File: src/rtl/gh_tracker.sv
// gh_tracker
//
// Purpose:
//   Keeps the speculative global branch history used by the fetch-side
//   predictor, and checkpoints the pre-branch history of every in-flight
//   conditional branch in a circular FIFO.
//
//   A mispredict rewinds the speculative history from the checkpoint and
//   squashes all younger checkpoints. A commit retires the oldest checkpoint
//   and emits a registered predictor-update strobe.
//
// Ports:
//   CLK, nRST            clock, synchronous active-low reset
//   pred_valid/taken     one predicted conditional branch per cycle
//   pred_ready           checkpoint FIFO has a free slot
//   pred_ckpt_idx        slot the current push will occupy
//   spec_gh              current speculative history
//   resolve_*            backend resolution of a branch (slot, mispredict, direction)
//   commit_valid         oldest branch retired
//   update_valid/gh/taken  registered predictor update for the committed branch

module gh_tracker #(
    parameter int GH_BITS      = 9,
    parameter int CKPT_ENTRIES = 8
) (
    input  logic                            CLK,
    input  logic                            nRST,
    input  logic                            pred_valid,
    input  logic                            pred_taken,
    output logic                            pred_ready,
    output logic [$clog2(CKPT_ENTRIES)-1:0] pred_ckpt_idx,
    output logic [GH_BITS-1:0]              spec_gh,
    input  logic                            resolve_valid,
    input  logic [$clog2(CKPT_ENTRIES)-1:0] resolve_ckpt_idx,
    input  logic                            resolve_mispredict,
    input  logic                            resolve_taken,
    input  logic                            commit_valid,
    output logic                            update_valid,
    output logic [GH_BITS-1:0]              update_gh,
    output logic                            update_taken
);

    localparam int PTR_W = $clog2(CKPT_ENTRIES);
    localparam int CNT_W = PTR_W + 1;

    logic                 r_valid [CKPT_ENTRIES];
    logic [GH_BITS-1:0]   r_gh    [CKPT_ENTRIES];
    logic                 r_taken [CKPT_ENTRIES];
    logic [PTR_W-1:0]     r_head;
    logic [PTR_W-1:0]     r_tail;
    logic [CNT_W-1:0]     r_count;
    logic [GH_BITS-1:0]   r_specGh;
    logic                 r_updateValid;
    logic [GH_BITS-1:0]   r_updateGh;
    logic                 r_updateTaken;

    logic                 w_resHit;
    logic                 w_mispredict;
    logic                 w_push;
    logic                 w_commit;
    logic                 w_headTaken;
    logic [PTR_W-1:0]     w_idxDist;
    logic                 w_younger [CKPT_ENTRIES];
    logic [CNT_W-1:0]     w_nextCount;
    logic [PTR_W-1:0]     w_nextTail;
    logic [GH_BITS-1:0]   w_nextSpecGh;

    assign pred_ready    = (r_count != CNT_W'(CKPT_ENTRIES));
    assign pred_ckpt_idx = r_tail;
    assign spec_gh       = r_specGh;
    assign update_valid  = r_updateValid;
    assign update_gh     = r_updateGh;
    assign update_taken  = r_updateTaken;

    // Resolutions aimed at a squashed or retired slot are ignored. A
    // mispredict beats a same-cycle push so the pushed branch (which is on the
    // wrong path) never takes a slot.
    assign w_resHit     = resolve_valid && r_valid[resolve_ckpt_idx];
    assign w_mispredict = w_resHit && resolve_mispredict;
    assign w_push       = pred_valid && pred_ready && !w_mispredict;
    assign w_commit     = commit_valid && (r_count != '0);
    assign w_idxDist    = resolve_ckpt_idx - r_head;

    // A head branch resolved in the same cycle it commits reports the freshly
    // resolved direction rather than the stale stored one.
    assign w_headTaken  = (w_resHit && (resolve_ckpt_idx == r_head)) ?
                          resolve_taken : r_taken[r_head];

    // Age of a slot is its distance from head; anything further from head
    // than the mispredicted slot was fetched after it and must be squashed.
    always_comb begin
        for (int k = 0; k < CKPT_ENTRIES; k++) begin
            w_younger[k] = 1'b0;
            w_younger[k] = (PTR_W'(k) - r_head) > w_idxDist;
        end
    end

    // Next tail/count/history. On a mispredict the FIFO is truncated just
    // after the resolved slot; a concurrent commit still removes the head.
    always_comb begin
        w_nextCount  = r_count;
        w_nextTail   = r_tail;
        w_nextSpecGh = r_specGh;
        if (w_mispredict) begin
            w_nextCount  = CNT_W'(w_idxDist) + CNT_W'(1) - CNT_W'(w_commit);
            w_nextTail   = resolve_ckpt_idx + PTR_W'(1);
            w_nextSpecGh = {r_gh[resolve_ckpt_idx][GH_BITS-2:0], resolve_taken};
        end else begin
            w_nextCount = r_count + CNT_W'(w_push) - CNT_W'(w_commit);
            if (w_push) begin
                w_nextTail   = r_tail + PTR_W'(1);
                w_nextSpecGh = {r_specGh[GH_BITS-2:0], pred_taken};
            end
        end
    end

    // Pointer, history, checkpoint storage and update-port registers.
    always_ff @(posedge CLK) begin
        if (!nRST) begin
            r_head        <= '0;
            r_tail        <= '0;
            r_count       <= '0;
            r_specGh      <= '0;
            r_updateValid <= 1'b0;
            r_updateGh    <= '0;
            r_updateTaken <= 1'b0;
            for (int k = 0; k < CKPT_ENTRIES; k++) begin
                r_valid[k] <= 1'b0;
                r_gh[k]    <= '0;
                r_taken[k] <= 1'b0;
            end
        end else begin
            r_tail        <= w_nextTail;
            r_count       <= w_nextCount;
            r_specGh      <= w_nextSpecGh;
            r_updateValid <= w_commit;
            if (w_commit) begin
                r_head        <= r_head + PTR_W'(1);
                r_updateGh    <= r_gh[r_head];
                r_updateTaken <= w_headTaken;
            end
            for (int k = 0; k < CKPT_ENTRIES; k++) begin
                if (w_push && (PTR_W'(k) == r_tail)) begin
                    r_valid[k] <= 1'b1;
                    r_gh[k]    <= r_specGh;
                    r_taken[k] <= pred_taken;
                end
                if (w_resHit && (PTR_W'(k) == resolve_ckpt_idx)) begin
                    r_taken[k] <= resolve_taken;
                end
                if (w_mispredict && w_younger[k]) begin
                    r_valid[k] <= 1'b0;
                end
                if (w_commit && (PTR_W'(k) == r_head)) begin
                    r_valid[k] <= 1'b0;
                end
            end
        end
    end

endmodule

File: config.mk
export PLATFORM = sky130hd
export DESIGN_NAME = gh_tracker
export DESIGN_NICKNAME = d
export VERILOG_FILES = /design/src/rtl/gh_tracker.sv
export SDC_FILE = /design/constraint.sdc
export NUM_CORES = 1
export LEC_CHECK = 0
export ABC_AREA = 1
export CAP_MARGIN = 20
export CORE_UTILIZATION = 50
export CTS_CLUSTER_DIAMETER = 30
export DETAILED_ROUTE_END_ITERATION = 8
export PLACE_DENSITY_LB_ADDON = 0.1
export SLEW_MARGIN = 20
export SYNTH_ARGS = -nofsm -noshare
export SYNTH_HDL_FRONTEND = slang
export SYNTH_SLANG_ARGS = --single-unit
export TNS_END_PERCENT = 30
File: constraint.sdc
create_clock -name CLK -period 4.4 [get_ports CLK]
set_input_delay 0.88 -clock CLK [delete_from_list [all_inputs] [get_ports CLK]]
set_output_delay 0.88 -clock CLK [all_outputs]
set_load 0.01 [all_outputs]
==> results.cfg <==
[clocking]
clock_path_buffers = 2
cts.sinks = 121
postCtsHoldBufs = 0
numCtsBuffers = 17
clkLatencyLatePin_ns = 0.42
root_buffer = clkbuf_16
cts.clk_slew.worst_paths_ns = 0.06
h-tree-depth = 4
post_cts_buffers = 0
cts_tree = done
postCtsResizedCells = 0

[layout]
num_antenna_cells = 0
utilization_pct = 60.00
syn2layout_area_growth_pct = 16.45
drive_gt1_share_pct = 7.143
final_nets = 881

[grt]
grt_start_max_net_pins = 42
grt_pass1_vias = 5551
use_met1_pct = 41.19
top_usage_layer = met2
grtUsageMet3_pct = 5.708
grt_pass1_wl_um = 29750
grt.total_usage_pct = 30.35
antenna_found_initial = 0
met2_usage_pct = 47.69
overflow = 0

[routing]
routed_wl_um = 19390
drt_pass1_iterations = 6
dr_total_vias = 5959
wl_per_cell_um = 18.90
drt_iter0_drc = 498
ant_nets = 0
viasPerCell = 5.808
drc = 0

[logic_synthesis]
ys.warnings.count = 0
synth_common_cells = nand2_1, nor2_1, edfxtp_1
synth_top_flop_cell = edfxtp_1
ys_seq_elements = 121
synth_most_common_cell = nand2_1
synth_edf_count = 78
ys_seq_area_share_pct = 48.86
synth_cell_types = 37
synth.top_cell.area_share_pct = 35.73
syn_avg_cell_area_um2 = 8.073
yosysTopAreaCell = edfxtp_1
synthArstFlopShare_pct = 0
synthTopCellsByArea = edfxtp_1, dfxtp_1, nand2_1
syn_nets = 852
syn_inst = 812
synth_area_mm2 = 0.006555

[place]
gp_congestion = 0.8905
io_buffers = 34
hpwlAfterDp_um = 13140
dp_slack_ns = 0.3874

[pwr]
power_leakage_nw = 3.168
p_total_mw = 4.166
ir_drop_mv = 0.2551
clkPwrFrac_pct = 32.4
sw_frac_of_total_pct = 36.32
combPwrFrac_pct = 32.8
power_density_mw_per_mm2 = 545.7
pwr-share-seq_pct = 34.8
p_int_mw = 2.653
p_switching_mw = 1.513

[timing]
hold_violations = 0
finalClockSkew_ns = 0.008105
worst_pin_slew_ns = 0.9131
setup_viol = 0
rsz0062_at_grt = false
slew_headroom_pct = 39.06
slew_violations = 0
finalSetupTns_ns = 0
timing.final.crit_period_ns = 3.613
fmax_ghz = 0.2768
final.setup.worst_slack_ns = 0.7872
fin_crit_sh_pct = 82.11

[critical_path]
critPathCaptureType = register
slowest_stage = clkdlybuf4s50_1
cp_common_cell = nand2_1
crit_family = buffers and inverters
max_stage_delay_ns = 0.65
r2r_setup_slack_ns = 1.56
setup.worst_path.start_class = primary input
path_cells = clkdlybuf4s50_1, nand2_2, inv_2, nand2_1, nand2_1, nor2_1, nor2_4, nand3_4, nand2_4, ha_1, inv_1, ha_1, inv_1, fa_1, xnor2_1, nand2_1, a21oi_1
critPathRequiredTime_ns = 4.75
r2r_start = r_head[0]
reg2reg_depth = 11
crit_type = primary input to register
critical_path_arrival_ns = 3.96
path_buf_inv = 4
worstPathMaxFanout = 13
reg2reg_to = r_valid[5]

[floorplanning]
die_x_um = 116.5
fp.dieH_um = 116.5
initial_core_util_pct = 51.52
num_rows = 41
core-area_mm2 = 0.01272
die_area_mm2 = 0.01357
ios = 35

[run]
drv_cap = 0

[hold_path]
min_to = r_valid[0]
hold_class = register to register
worstHoldStart = r_valid[0]
holdPathStages = 2

[status]
outcome = completed
## flip-flops by register name, indices dropped and copies added (netlist names), named ones only
register	flops
pred_ckpt_idx	3
update_gh	9
update_taken	1
r_gh	72
r_taken	8
r_valid	8
r_count	4
update_valid	1
spec_gh	9
r_head	3
## power by group through the flow
stage / combinational (mW) / clock (mW) / sequential, mW
after floorplan: 0.885 / 0 / 1.47
after CTS: 1.35 / 1.36 / 1.45
after detailed placement: 1.34 / 0 / 1.47
after global placement: 1.30 / 0 / 1.47
final: 1.37 / 1.35 / 1.45
after global routing: 1.51 / 1.41 / 1.47
## final cells by class
type | count | area (um^2)
fillers | 1182 | 5089
inverters | 78 | 292.8
well taps | 172 | 215.2
clock inverters | 14 | 121.4
multi-input cells | 572 | 2888
repair buffers | 51 | 462.9
clock buffers | 18 | 450.4
flip-flops and latches | 121 | 3203
## layout by cell type, fill, tap and decap left out, types with 2 or more instances in the layout
master / instances
o22ai_1: 10
clkinvlp_4: 3
a21oi_1: 40
o221ai_1: 9
clkinv_1: 2
nand3_1: 44
inv_2: 5
clkinv_2: 5
and2_1: 2
inv_6: 2
edfxtp_1: 78
inv_1: 71
o2111ai_1: 7
buf_4: 17
o211ai_1: 9
clkinv_4: 3
clkdlybuf4s50_1: 33
dfxtp_1: 43
nor3_1: 2
fa_1: 2
o21ai_0: 55
ha_1: 27
nor2_1: 132
clkbuf_16: 18
nand2_1: 188
nand4_1: 23
o21ai_1: 9
## layer usage
layer / share of wire (%) / vias to the layer above
li1: - / 2795
met2: 46 / 333
met5: 0 / -
met3: 9.1 / 33
met4: 1.8 / 0
met1: 43 / 2798
## worst max-delay path by stage
| stage | start | end | cells past startpoint |
|---|---|---|---|
| detailed placement | resolve_ckpt_idx[1] | r_count[2] | 17 |
| CTS | resolve_ckpt_idx[1] | r_count[2] | 17 |
| floorplan | resolve_ckpt_idx[0] | r_valid[5] | 12 |
| global placement | resolve_ckpt_idx[1] | r_count[2] | 17 |
| finish | resolve_ckpt_idx[1] | r_count[2] | 17 |
| global route | resolve_ckpt_idx[1] | r_count[2] | 17 |
## worst register-to-register path, delay by kind of cell (launching register included)
| family | cells | cell delay (ns) |
|---|---|---|
| flops | 1 | 0.31 |
| buf+inv | 3 | 0.55 |
| compound gates | 4 | 0.57 |
| fa+ha+maj | 3 | 1.04 |
| simple gates | 1 | 0.12 |
## cells by family (layout without fill, tap and decap cells)
| kind of cell | Yosys count | after routing | synth area share [%] |
|---|---|---|---|
| and+or+nand+nor | 396 | 396 | 25.08 |
| buffers and inverters | 119 | 161 | 7.082 |
| adders and majority gates | 29 | 29 | 5.764 |
| xor gates and xnor gates | 3 | 3 | 0.5155 |
| muxes | 1 | 1 | 0.1527 |
| AOI/OAI and AO/OA | 143 | 143 | 12.54 |
| DFF | 121 | 121 | 48.86 |
## stage by stage
| stage | hold WS (ns) | cells | area [um^2] |
|---|---|---|---|
| 4_1_cts | 0.4559 | 1026 | 7634 |
| 3_3_place_gp | 0.4415 | 994 | 7062 |
| 2_1_floorplan | 0.4216 | 812 | 6555 |
| 3_5_place_dp | 0.4473 | 994 | 7062 |
| 5_1_grt | 0.4731 | 1026 | 7634 |
| 6_report | 0.4543 | 1026 | 7634 |
Power figures use the tool's default switching activity.
